===== config.mk =====
export PLATFORM = sky130hd
export DESIGN_NAME = mem_access_unit
export DESIGN_NICKNAME = d
export VERILOG_FILES = /design/src/rtl/mem_access_unit.sv
export SDC_FILE = /design/constraint.sdc
export NUM_CORES = 1
export LEC_CHECK = 0
export BUFFER_PORTS_ARGS = -buffer_cell sky130_fd_sc_hd__clkbuf_2
export CAP_MARGIN = 20
export CELL_PAD_IN_SITES_DETAIL_PLACEMENT = 2
export CELL_PAD_IN_SITES_GLOBAL_PLACEMENT = 2
export CORE_MARGIN = 4
export CORE_UTILIZATION = 25
export CTS_BUF_LIST = sky130_fd_sc_hd__clkbuf_8
export DETAILED_ROUTE_END_ITERATION = 7
export PLACE_DENSITY_LB_ADDON = 0.1
export SLEW_MARGIN = 25
export SYNTH_ARGS = -nofsm -noshare
export SYNTH_HDL_FRONTEND = slang
export SYNTH_SLANG_ARGS = --single-unit

===== constraint.sdc =====
create_clock -name clk -period 1.9 [get_ports clk]
set_input_delay 0.095 -clock clk [delete_from_list [all_inputs] [get_ports clk]]
set_output_delay 0.095 -clock clk [all_outputs]
set_load 0.01 [all_outputs]

===== src/rtl/mem_access_unit.sv =====
// mem_access_unit
// Sits between the multicycle controller/datapath and the unified
// instruction/data memory. It turns the controller's MemRead/MemWrite/IorD
// strobes into one registered request/acknowledge transaction with a
// variable-latency memory. While an access is in flight it stalls the
// controller, and it captures read data in the memory data register.
//
// Ports:
//   clk        system clock, rising edge
//   rst        asynchronous, active-low reset
//   MemRead    controller read strobe
//   MemWrite   controller write strobe
//   IorD       0 = address from pc, 1 = address from alu_out
//   pc         program counter
//   alu_out    ALU output register (data address)
//   wdata      store data (B register)
//   mem_req    registered request to memory
//   mem_we     1 = write, valid with mem_req
//   mem_addr   latched access address
//   mem_wdata  latched store data
//   mem_ack    memory completion, only looked at while a request is open
//   mem_rdata  read data, valid with mem_ack
//   mem_stall  controller holds its state while high
//   mdr        memory data register
//   align_err  sticky misalignment flag
//   bus_err    sticky timeout / illegal-request flag
module mem_access_unit #(
  parameter int ADDR_W      = 32,
  parameter int DATA_W      = 32,
  parameter int TIMEOUT     = 16,
  parameter int CHECK_ALIGN = 1
) (
  input  logic              clk,
  input  logic              rst,
  input  logic              MemRead,
  input  logic              MemWrite,
  input  logic              IorD,
  input  logic [ADDR_W-1:0] pc,
  input  logic [ADDR_W-1:0] alu_out,
  input  logic [DATA_W-1:0] wdata,
  output logic              mem_req,
  output logic              mem_we,
  output logic [ADDR_W-1:0] mem_addr,
  output logic [DATA_W-1:0] mem_wdata,
  input  logic              mem_ack,
  input  logic [DATA_W-1:0] mem_rdata,
  output logic              mem_stall,
  output logic [DATA_W-1:0] mdr,
  output logic              align_err,
  output logic              bus_err
);

  localparam int CNT_W = (TIMEOUT > 1) ? $clog2(TIMEOUT) : 1;

  typedef enum logic [1:0] {
    IDLE,
    REQ,
    DONE,
    ERR
  } stateT;

  stateT             state;
  logic [CNT_W-1:0]  waitCnt;
  logic              req;
  logic [ADDR_W-1:0] selAddr;
  logic              misaligned;

  // Decode the controller's strobes into a request and the address it targets.
  // Alignment is only enforced when the CHECK_ALIGN parameter enables it.
  always_comb begin
    req        = MemRead | MemWrite;
    selAddr    = IorD ? alu_out : pc;
    misaligned = (CHECK_ALIGN != 0) && (selAddr[1:0] != 2'b00);
  end

  // The controller must freeze while a request is pending in IDLE, while the
  // memory is being waited on, and forever once an error has been flagged.
  // DONE is the one cycle where it is released to advance.
  always_comb begin
    mem_stall = ((state == IDLE) && req) || (state == REQ) || (state == ERR);
  end

  // Access sequencer. Illegal requests (both strobes, or a misaligned address)
  // go straight to the terminal error state without touching memory. A legal
  // request latches address/data and holds mem_req until the memory acks or
  // the wait counter expires; the counter value TIMEOUT-1 marks the last
  // allowed REQ cycle, so the bus error fires after exactly TIMEOUT cycles.
  always_ff @(posedge clk or negedge rst) begin
    if (!rst) begin
      state     <= IDLE;
      mem_req   <= 1'b0;
      mem_we    <= 1'b0;
      mem_addr  <= '0;
      mem_wdata <= '0;
      mdr       <= '0;
      waitCnt   <= '0;
      align_err <= 1'b0;
      bus_err   <= 1'b0;
    end else begin
      case (state)
        IDLE: begin
          if (req) begin
            if (MemRead && MemWrite) begin
              bus_err <= 1'b1;
              state   <= ERR;
            end else if (misaligned) begin
              align_err <= 1'b1;
              state     <= ERR;
            end else begin
              mem_addr  <= selAddr;
              mem_wdata <= wdata;
              mem_we    <= MemWrite;
              mem_req   <= 1'b1;
              waitCnt   <= '0;
              state     <= REQ;
            end
          end
        end
        REQ: begin
          if (mem_ack) begin
            if (!mem_we) begin
              mdr <= mem_rdata;
            end
            waitCnt <= '0;
            mem_req <= 1'b0;
            state   <= DONE;
          end else if (waitCnt == CNT_W'(TIMEOUT - 1)) begin
            bus_err <= 1'b1;
            mem_req <= 1'b0;
            waitCnt <= '0;
            state   <= ERR;
          end else begin
            waitCnt <= waitCnt + CNT_W'(1);
          end
        end
        DONE: begin
          state <= IDLE;
        end
        ERR: begin
          mem_req <= 1'b0;
          state   <= ERR;
        end
      endcase
    end
  end

endmodule


==> results.tsv, run 1 <==
metric	value	unit
warning count from the yosys run	0	
drt first pass iters	4	
buffers added on ports	234	
reg-to-reg critical path startpoint	state[1]	
total power	0.00895	W
power per unit of standard cell area	1320	mW/mm^2
routability congestion estimate	0.737	
data arrival time of the worst path	2.08	ns
number of placed cells counting well taps	781	
pre-CTS setup slack	-0.0386	ns
clock-pin slew reported for the worst setup and hold paths after clock tree synthesis	0.10	ns
ports placed on the boundary	235	
final setup slack of the worst path	0.0770	ns
start point of the worst hold path	pc[22]	
worst reg-to-reg path cell count	5	
pin count of the biggest net entering global routing	66	
average size of a mapped cell	13.5	um^2
overflow left after global routing	0	
number of DRC markers in iteration 0	99	
post-synthesis instance area	0.00438	mm^2
post-synthesis to final-layout area growth	55.5	%
final critical-path required period	1.82	ns
share of the yosys chip area belonging to registers	0.606	
total nets after synthesis	462	
Fin Clk Skew	0.0114	ns
number of global-route vias before repair	4476	
number of instances in the synthesized netlist	325	
DR vias	3820	
antenna violations before repair	0	
number of storage elements in the synthesis netlist	106	
final cell area excluding filler cells	0.00680	mm^2
final net count	777	
final critical-path share of the clock period	0.959	
result of the run	finished, final reports clean	
cts bufs inserted	9	
Clock Latency Late Sink	0.38	ns
number of failing hold endpoints at the final stage	0	
Final Instance Count excl. Fillers	870	
hold-critical path depth	3	
Post-DP HPWL	11000	um
total routing usage reported by global routing	0.157	
x dimension of the die	140	um
critical path peak fanout	19	
terminus of the critical flop-to-flop path	mem_wdata[27]	
share of layout cells above drive strength 1	0.521	
element type at the critical path end	flop	
maximum buffer depth of the clock tree	2	
Tightest Pin Transition	0.563	ns
startpoint kind of the worst setup timing path	flop	
Antenna Diode Count	0	
WP data required	2.16	ns
die outline area	0.0197	mm^2
post-detailed-route count of antenna-violating nets	0	
Pins Over Slew Limit	0	
root buffer cell	sky130_fd_sc_hd__clkbuf_8	
floorplan die height	140	um
crit path from	state[1]	
maxcap violations	0	
DRC violation count after routing	0	
placeable core area	0.0172	mm^2
worst min-delay path category	primary input to flop	
reg2reg setup slack	0.08	ns
path type of the worst setup path	flop to flop	
H-tree level count	3	
Max rail drop VDD	0.000537	V
Hold Path End	mem_addr[22]	
area after detailed placement	0.00588	mm^2
Max Clock Freq	0.549	GHz
placement row count	48	
Leak Pwr	3.37	nW
Starting Density	0.254	
final routed wire length divided by cell count	17.8	um
final routed wirelength across all metal layers	15500	um
TritonCTS clock tree	yes	
number of different library cells in the post-synthesis netlist	33	
wire length of the first global-routing pass	24300	um
sink count of the clock tree	106	
average vias per placed instance	4.39	
headroom to the max-slew limit	0.624	
final setup vio count	0	
-- state kept, by name (all words and copies together) (netlist names) --
name	flops
align_err	1
mem_wdata	32
waitCnt	4
mem_req	1
mdr	32
mem_we	1
bus_err	1
state	2
mem_addr	32
-- what timing repair did --
action | 4_1_cts | 5_1_grt
resized for setup | 1 | 3
hold endpoints to repair | 89 | 0
gates cloned | 0 | 1
setup buffers | 0 | 2
pin swaps | 0 | 1
hold buffers | 70 | 0
setup endpoints to repair | 8 | 47
-- final cells by class --
class,count,area (um^2)
clock buffers,9,124
clock inverters,7,46.3
fillers,1847,10400
inverters,4,15.0
multi-input cells,197,1610
flip-flops and latches,106,2650
well taps,225,282
repair buffers,322,2080
-- how the worst max path moves through the flow --
stage                         end  slack, ns  cells after the start
floorplan            mem_wdata[2]       0.10                      4
global placement    mem_wdata[21]       0.03                      7
detailed placement   mem_addr[30]      -0.04                      9
CTS                  mem_wdata[0]     0.0002                      4
global route         mem_addr[17]      -0.01                      7
finish              mem_wdata[27]       0.08                      5
-- power by group --
group	switching (W)	total, W	internal, W
clock network	0.000825	0.00130	0.000476
logic	0.00187	0.00370	0.00183
registers	0.000628	0.00395	0.00333
-- per-layer routing --
| layer | global-route usage | routed length [um] | vias up | share of wire |
|---|---|---|---|---|
| met4 | 0.0474 | 199 | 0 | 0.013 |
| met1 | 0.169 | 5550 | 1916 | 0.36 |
| met5 | 0 | 0 | - | 0 |
| met3 | 0.0502 | 1140 | 11 | 0.073 |
| met2 | 0.292 | 8570 | 120 | 0.55 |
| li1 | - | - | 1773 | - |
-- cells in the mapped netlist (all sizes together) --
cell	count	area [um^2]
nor2	33	124
a41o	1	10.0
or3	2	17.5
mux2	65	732
or3b	1	8.76
a311o	1	10.0
o22ai	1	6.26
o21bai	1	7.51
nor4	1	6.26
ha	3	37.5
a311oi	1	8.76
o32ai	1	8.76
clkbuf	4	15.0
dfrtp	106	2650
buf	14	92.6
o21ai	3	15.0
a2111oi	1	15.0
nor2b	3	18.8
nand3	2	10.0
nand3b	3	22.5
o31a	1	8.76
a211oi	1	20.0
nor3	1	5.00
nand2	3	11.3
mux2i	30	300
a21oi	34	170
nor3b	1	7.51
a31oi	2	12.5
nand2b	1	6.26
inv	4	15.0
-- stage by stage --
stage / setup TNS, ns / hold WS, ns / utilization
finish: 0 / 0.0299 / 0.395
global route: -0.0247 / 0.0223 / 0.395
CTS: 0 / 0.00147 / 0.392
detailed placement: -0.0669 / 0.0232 / 0.341
global placement: 0 / 0.0198 / 0.341
floorplan: 0 / -0.201 / -
-- placed cells by master (no fill, tap or decap), types with 5 or more instances in the layout --
cell type	count
sky130_fd_sc_hd__mux2i_1	30
sky130_fd_sc_hd__buf_4	12
sky130_fd_sc_hd__clkbuf_8	9
sky130_fd_sc_hd__dfrtp_1	106
sky130_fd_sc_hd__clkbuf_2	233
sky130_fd_sc_hd__mux2_2	65
sky130_fd_sc_hd__nor2_1	33
sky130_fd_sc_hd__inv_1	5
sky130_fd_sc_hd__a21oi_1	34
sky130_fd_sc_hd__dlygate4sd3_1	70
-- worst max-delay path: stages, from the launching register on --
cell	delay, ns
sky130_fd_sc_hd__dfrtp_1	0.39
sky130_fd_sc_hd__or3_1	0.43
sky130_fd_sc_hd__a211oi_4	0.19
sky130_fd_sc_hd__buf_4	0.17
sky130_fd_sc_hd__buf_12	0.16
sky130_fd_sc_hd__mux2_2	0.36
-- cell families after synthesis --
logic type	Yosys count	share of synthesized area
AO/OA/AOI/OAI	48	0.0669
adder cells (fa/ha/maj)	3	0.00858
multiplexers	95	0.236
buffers and inverters	22	0.0280
AND/OR/NAND/NOR	51	0.0543
flip-flops	106	0.606
Note: power is estimated with default switching activity, not from simulation.
==> inputs of run 2 (changes only) <==
- BUFFER_PORTS_ARGS: -buffer_cell sky130_fd_sc_hd__clkbuf_2 -> -buffer_cell sky130_fd_sc_hd__buf_2
==> results.tsv, run 2 (synthesized netlist as in run 1, its figures left out) <==
metric	value	unit	change
result of the run	finished, final reports clean		
top cell family by delay on the critical path	flip-flops		
number of global-route vias before repair	4517		+0.92%
element type at the critical path end	flop		
part of the total power dissipated in sequential elements	0.426		-0.016
placement row count	48		unchanged
CP cell instances	or3_4 -> a211oi_4 -> buf_4 -> buf_12 -> mux2_2		
Tightest Pin Transition	0.595	ns	+0.0312 ns
logic depth of the worst setup path including buffers	5		unchanged
setup_tns	0	ns	unchanged
average vias per placed instance	4.41		+0.35%
Leak Pwr	3.40	nW	+0.84%
largest incremental delay on the critical path	0.41	ns	-0.02 ns
Cell Int Power	0.00585	W	+3.9%
Net Sw Power	0.00330	W	-0.75%
DRC violation count after routing	0		unchanged
share of layout cells above drive strength 1	0.524		+0.00273
wire length of the first global-routing pass	24600	um	+1.2%
Worst Hold Margin	0.0213	ns	-0.00866 ns
placeable core area	0.0172	mm^2	unchanged
post-route met1 wirelength	6010	um	+8.3%
buffers added on ports	234		unchanged
hold-critical path depth	3		unchanged
sink count of the clock tree	106		unchanged
number of failing hold endpoints at the final stage	0		unchanged
Layout Utilization	0.403		+0.00871
Switching Share	0.361		-0.0107
DR vias	3882		+1.6%
Fin Clk Skew	0.00851	ns	-0.00290 ns
DR WL met2	8390	um	-2.1%
Clock Latency Late Sink	0.38	ns	about the same
worst reg-to-reg path cell count	5		unchanged
worst min-delay path category	primary input to flop		
TritonCTS clock tree	yes		
final critical-path share of the clock period	0.969		+0.00957
final net count	787		+1.3%
part of the total power dissipated in combinational logic	0.412		about the same
die outline area	0.0197	mm^2	unchanged
cts bufs inserted	9		unchanged
maximum buffer depth of the clock tree	2		unchanged
post-detailed-route count of antenna-violating nets	0		unchanged
final routed wirelength across all metal layers	15800	um	+2.3%
floorplan die height	140	um	unchanged
post-synthesis to final-layout area growth	58.9	%	
x dimension of the die	140	um	unchanged
path type of the worst setup path	flop to flop		
routability congestion estimate	0.730		-0.90%
ports placed on the boundary	235		unchanged
maxcap violations	0		unchanged
data arrival time of the worst path	2.11	ns	+0.03 ns
Pins Over Slew Limit	0		unchanged
top metal layer carrying routed signals	met4		
number of DRC markers in iteration 0	87		-12%
Max Clock Freq	0.543	GHz	-0.99%
wire length on met3	1100	um	-3.3%
clock-pin slew reported for the worst setup and hold paths after clock tree synthesis	0.10	ns	about the same
final setup slack of the worst path	0.0588	ns	-0.0182 ns
pre-CTS setup slack	0.00362	ns	+0.0423 ns
total routing usage reported by global routing	0.159		+0.00174
commonest cells after routing, fill and taps aside	sky130_fd_sc_hd__buf_2 (233), sky130_fd_sc_hd__dfrtp_1 (106), sky130_fd_sc_hd__dlygate4sd3_1 (75), sky130_fd_sc_hd__mux2_2 (65), sky130_fd_sc_hd__a21oi_1 (34)		
final routed wire length divided by cell count	17.9	um	+0.98%
overflow left after global routing	0		unchanged
Max rail drop VDD	0.000554	V	+3.1%
number of placed cells counting well taps	783		+0.26%
critical path peak fanout	17		-2
portion of total power attributed to the clock network	0.161		+0.016
antenna violations before repair	1		+1
power per unit of standard cell area	1320	mW/mm^2	about the same
drt first pass iters	4		unchanged
Final Instance Count excl. Fillers	881		+1.3%
number of buffer and inverter instances along the worst setup path	2		unchanged
Top Registers	mdr: 32 flops, mem_addr: 32 flops, mem_wdata: 32 flops		
final critical-path required period	1.84	ns	+0.0182 ns
headroom to the max-slew limit	0.604		-0.0208
startpoint kind of the worst setup timing path	flop		
WP data required	2.17	ns	about the same
most common cell after layout, fill and taps aside	sky130_fd_sc_hd__buf_2		
final setup vio count	0		unchanged
Max stage delay cell, worst path	sky130_fd_sc_hd__dfrtp_1		
Post-DP HPWL	10900	um	-1.1%
pin count of the biggest net entering global routing	107		+62%
Starting Density	0.254		unchanged
H-tree level count	3		unchanged
root buffer cell	sky130_fd_sc_hd__clkbuf_8		
==> run 2: changes by cell type in the layout (fill, tap and decap cells not counted), sizes merged <==
cell	previous run	this run
diode	0	1
dlygate4sd3	70	75
buf	18	255
bufinv	0	1
clkbuf	243	12
clkinvlp	2	1
inv	6	5
==> run 2: final timing paths <==
kind	end	from	slack, ns
min in group asynchronous	mem_addr[5]	rst	0.34
hold / removal	mem_addr[13]	pc[13]	0.02
hold reg to reg	align_err	align_err	0.47
setup reg to reg	mem_wdata[8]	state[0]	0.06
setup / recovery	mem_wdata[8]	state[0]	0.06
max in group asynchronous	mdr[22]	rst	1.13
==> run 2: area by class of cell <==
type | instances | area, um^2
Antenna cell | 1 | 2.50
Inverter | 4 | 15.0
Multi-Input combinational cell | 197 | 1610
Timing Repair Buffer | 332 | 2190
Tap cell | 225 | 282
Clock buffer | 10 | 138
Fill cell | 1863 | 10300
Clock inverter | 6 | 65.1
Sequential cell | 106 | 2650
==> run 2: metrics by stage <==
stage	instance area, um^2	total power (W)
2_1_floorplan	4380	0.00573
3_3_place_gp	5910	0.00743
3_5_place_dp	5910	0.00760
4_1_cts	6860	0.00925
5_1_grt	6950	0.00986
6_report	6950	0.00915
==> run 2: power groups by stage <==
stage / combinational, W / clock (W) / sequential, W
floorplan: 0.00132 / 0 / 0.00441
finish: 0.00377 / 0.00147 / 0.00390
global placement: 0.00355 / 0 / 0.00388
global route: 0.00415 / 0.00166 / 0.00405
detailed placement: 0.00366 / 0 / 0.00393
CTS: 0.00379 / 0.00155 / 0.00390
==> run 2: timing repair <==
| action | CTS | global route |
|---|---|---|
| buffers inserted | 0 | 4 |
| gates resized for setup | 0 | 3 |
| hold endpoints to repair | 177 | 0 |
| hold buffers | 75 | 0 |
| setup endpoints to repair | 0 | 51 |
==> run 2: layer usage <==
layer / vias up / global-route usage
li1: 1795 / -
met1: 1941 / 0.176
met2: 129 / 0.285
met3: 17 / 0.0485
met4: 0 / 0.0597
met5: - / 0
==> run 2: worst min-delay path, delay by kind of cell <==
family          cells  cell delay [ns]
compound gates      1             0.14
buf+inv             1             0.07
mux                 1             0.05
==> inputs of run 3 (changes only) <==
- CORE_UTILIZATION: 25 -> 28
- clock period: 1.9 -> 2 ns (I/O delays scaled with it)
==> results.tsv, run 3 (synthesized netlist as in run 1, its figures left out) <==
metric	value	unit	change
startpoint kind of the worst setup timing path	flop		
Max Clock Freq	0.530	GHz	-2.4%
critical path peak fanout	38		+21
number of global-route vias before repair	4513		-0.089%
H-tree level count	3		unchanged
Tightest Pin Transition	0.614	ns	+0.0194 ns
drt first pass iters	3		-1
element type at the critical path end	flop		
Final Instance Count excl. Fillers	865		-1.8%
buffers added on ports	234		unchanged
busiest layer in global routing	met2		
Fin Clk Skew	0.0194	ns	+0.0109 ns
DRC violation count after routing	0		unchanged
DR vias	3878		-0.10%
Max stage delay cell, worst path	sky130_fd_sc_hd__or3_1		
unrepaired setup endpoints after global routing	no		
final setup vio count	0		unchanged
pre-CTS setup slack	0.0551	ns	+0.0514 ns
final critical-path share of the clock period	0.944		-0.0255
Pins Over Slew Limit	0		unchanged
number of DRC markers in iteration 0	72		-17%
cts bufs inserted	9		unchanged
setup_tns	0	ns	unchanged
share of layout cells above drive strength 1	0.509		-0.0145
headroom to the max-slew limit	0.591		-0.0130
sink count of the clock tree	106		unchanged
data arrival time of the worst path	2.16	ns	+0.05 ns
Post-DP HPWL	10700	um	-1.8%
final critical-path required period	1.89	ns	+0.0458 ns
x dimension of the die	133	um	-5.2%
buffers inserted by post-CTS timing repair	0		unchanged
most common cell after layout, fill and taps aside	sky130_fd_sc_hd__buf_2		
placeable core area	0.0153	mm^2	-11%
final net count	786		-0.13%
global-route track usage on met2	0.337		+0.0529
result of the run	finished, final reports clean		
number of placed cells counting well taps	766		-2.2%
routability congestion estimate	0.715		-2.1%
top cell family by delay on the critical path	simple AND/OR/NAND/NOR gates		
largest incremental delay on the critical path	0.44	ns	+0.03 ns
commonest cells after routing, fill and taps aside	sky130_fd_sc_hd__buf_2 (233), sky130_fd_sc_hd__dfrtp_1 (106), sky130_fd_sc_hd__dlygate4sd3_1 (83), sky130_fd_sc_hd__mux2_2 (65), sky130_fd_sc_hd__a21oi_1 (34)		
pin count of the biggest net entering global routing	43		-60%
final routed wirelength across all metal layers	15400	um	-2.4%
root buffer cell	sky130_fd_sc_hd__clkbuf_8		
final setup slack of the worst path	0.113	ns	+0.0542 ns
power per unit of standard cell area	1260	mW/mm^2	-4.3%
number of failing hold endpoints at the final stage	0		unchanged
final routed wire length divided by cell count	17.8	um	-0.60%
Leak Pwr	3.38	nW	-0.42%
Top Registers	mdr: 32 flops, mem_addr: 32 flops, mem_wdata: 32 flops		
total routing usage reported by global routing	0.178		+0.0193
GR Layer Usage met1	0.184		+0.00828
Clock Latency Late Sink	0.39	ns	about the same
Max rail drop VDD	0.000694	V	+25%
maxcap violations	0		unchanged
die outline area	0.0177	mm^2	-10%
placement row count	45		-6.3%
post-detailed-route count of antenna-violating nets	0		unchanged
wire length of the first global-routing pass	24800	um	+0.81%
path type of the worst setup path	flop to flop		
post-synthesis to final-layout area growth	58.4	%	
antenna violations before repair	0		-1
worst min-delay path category	primary input to flop		
Antenna Diode Count	0		-1
maximum buffer depth of the clock tree	2		unchanged
ports placed on the boundary	235		unchanged
Starting Density	0.287		+0.0329
Layout Utilization	0.454		+0.0507
number of buffer and inverter instances along the worst setup path	1		-1
WP data required	2.27	ns	+0.10 ns
CP cell instances	or3_1 -> a211oi_4 -> buf_12 -> mux2_2		
average vias per placed instance	4.48		+1.7%
number of fillers in the final layout	1579		-15%
TritonCTS clock tree	yes		
floorplan die height	133	um	-5.2%
overflow left after global routing	0		unchanged
clock-pin slew reported for the worst setup and hold paths after clock tree synthesis	0.11	ns	about the same
M3 GR Usage	0.0624		+0.0139
run 3: cell count changes in the layout (fill, tap and decap cells not counted), sizes merged:
cell	previous run	this run
clkinvlp	1	0
clkbuf	12	9
inv	5	7
dlygate4sd3	75	83
buf	255	248
diode	1	0
run 3: worst min-delay path: cells and delay by family:
family,cells,cell delay (ns)
AOI/OAI and AO/OA,1,0.14
buffers and inverters,1,0.07
muxes,1,0.07
run 3: area by class of cell:
| cell class | instances | area, um^2 | share of cell area |
|---|---|---|---|
| Clock buffer | 9 | 124 | 0.0179 |
| Sequential cell | 106 | 2650 | 0.383 |
| Tap cell | 211 | 264 | 0.0381 |
| Timing Repair Buffer | 331 | 2180 | 0.314 |
| Clock inverter | 7 | 92.6 | 0.0134 |
| Inverter | 4 | 15.0 | 0.00217 |
| Multi-Input combinational cell | 197 | 1610 | 0.232 |
run 3: routing by layer:
metal  vias up  routed length [um]
met5         -                   0
met4         0                 206
met3        14                1100
met2       124                8580
met1      1944                5550
li1       1796                   -
run 3: where the power goes:
group | internal (W) | leakage, nW | switching [W]
sequential | 0.00316 | 1.26 | 0.000535
clock | 0.000612 | 0.109 | 0.000846
combinational | 0.00177 | 2.01 | 0.00181
total | 0.00553 | 3.38 | 0.00319
run 3: timing repair:
item / CTS / global route
resized for setup: 0 / 1
hold buffers: 83 / 0
endpoints found under the hold margin: 115 / 0
setup endpoints to repair: 0 / 7
run 3: path summary, 6_finish.rpt:
| kind | from | end | slack (ns) | cells past startpoint |
|---|---|---|---|---|
| min in group asynchronous | rst | mem_addr[5] | 0.26 | 2 |
| max in group asynchronous | rst | waitCnt[3] | 1.12 | 3 |
| worst min-delay path | pc[29] | mem_addr[29] | 0.03 | 3 |
| worst max-delay path | state[1] | mem_we | 0.11 | 4 |
| worst max register to register | state[1] | mem_we | 0.11 | 4 |
| worst min register to register | align_err | align_err | 0.48 | 1 |
run 3: metrics by stage:
stage	hold slack (ns)	power (W)	instance area (um^2)
3_3_place_gp	0.155	0.00704	5880
6_report	0.0276	0.00873	6930
2_1_floorplan	-0.196	0.00545	4380
5_1_grt	0.0220	0.00942	6930
4_1_cts	0.000622	0.00885	6930
3_5_place_dp	0.162	0.00721	5880
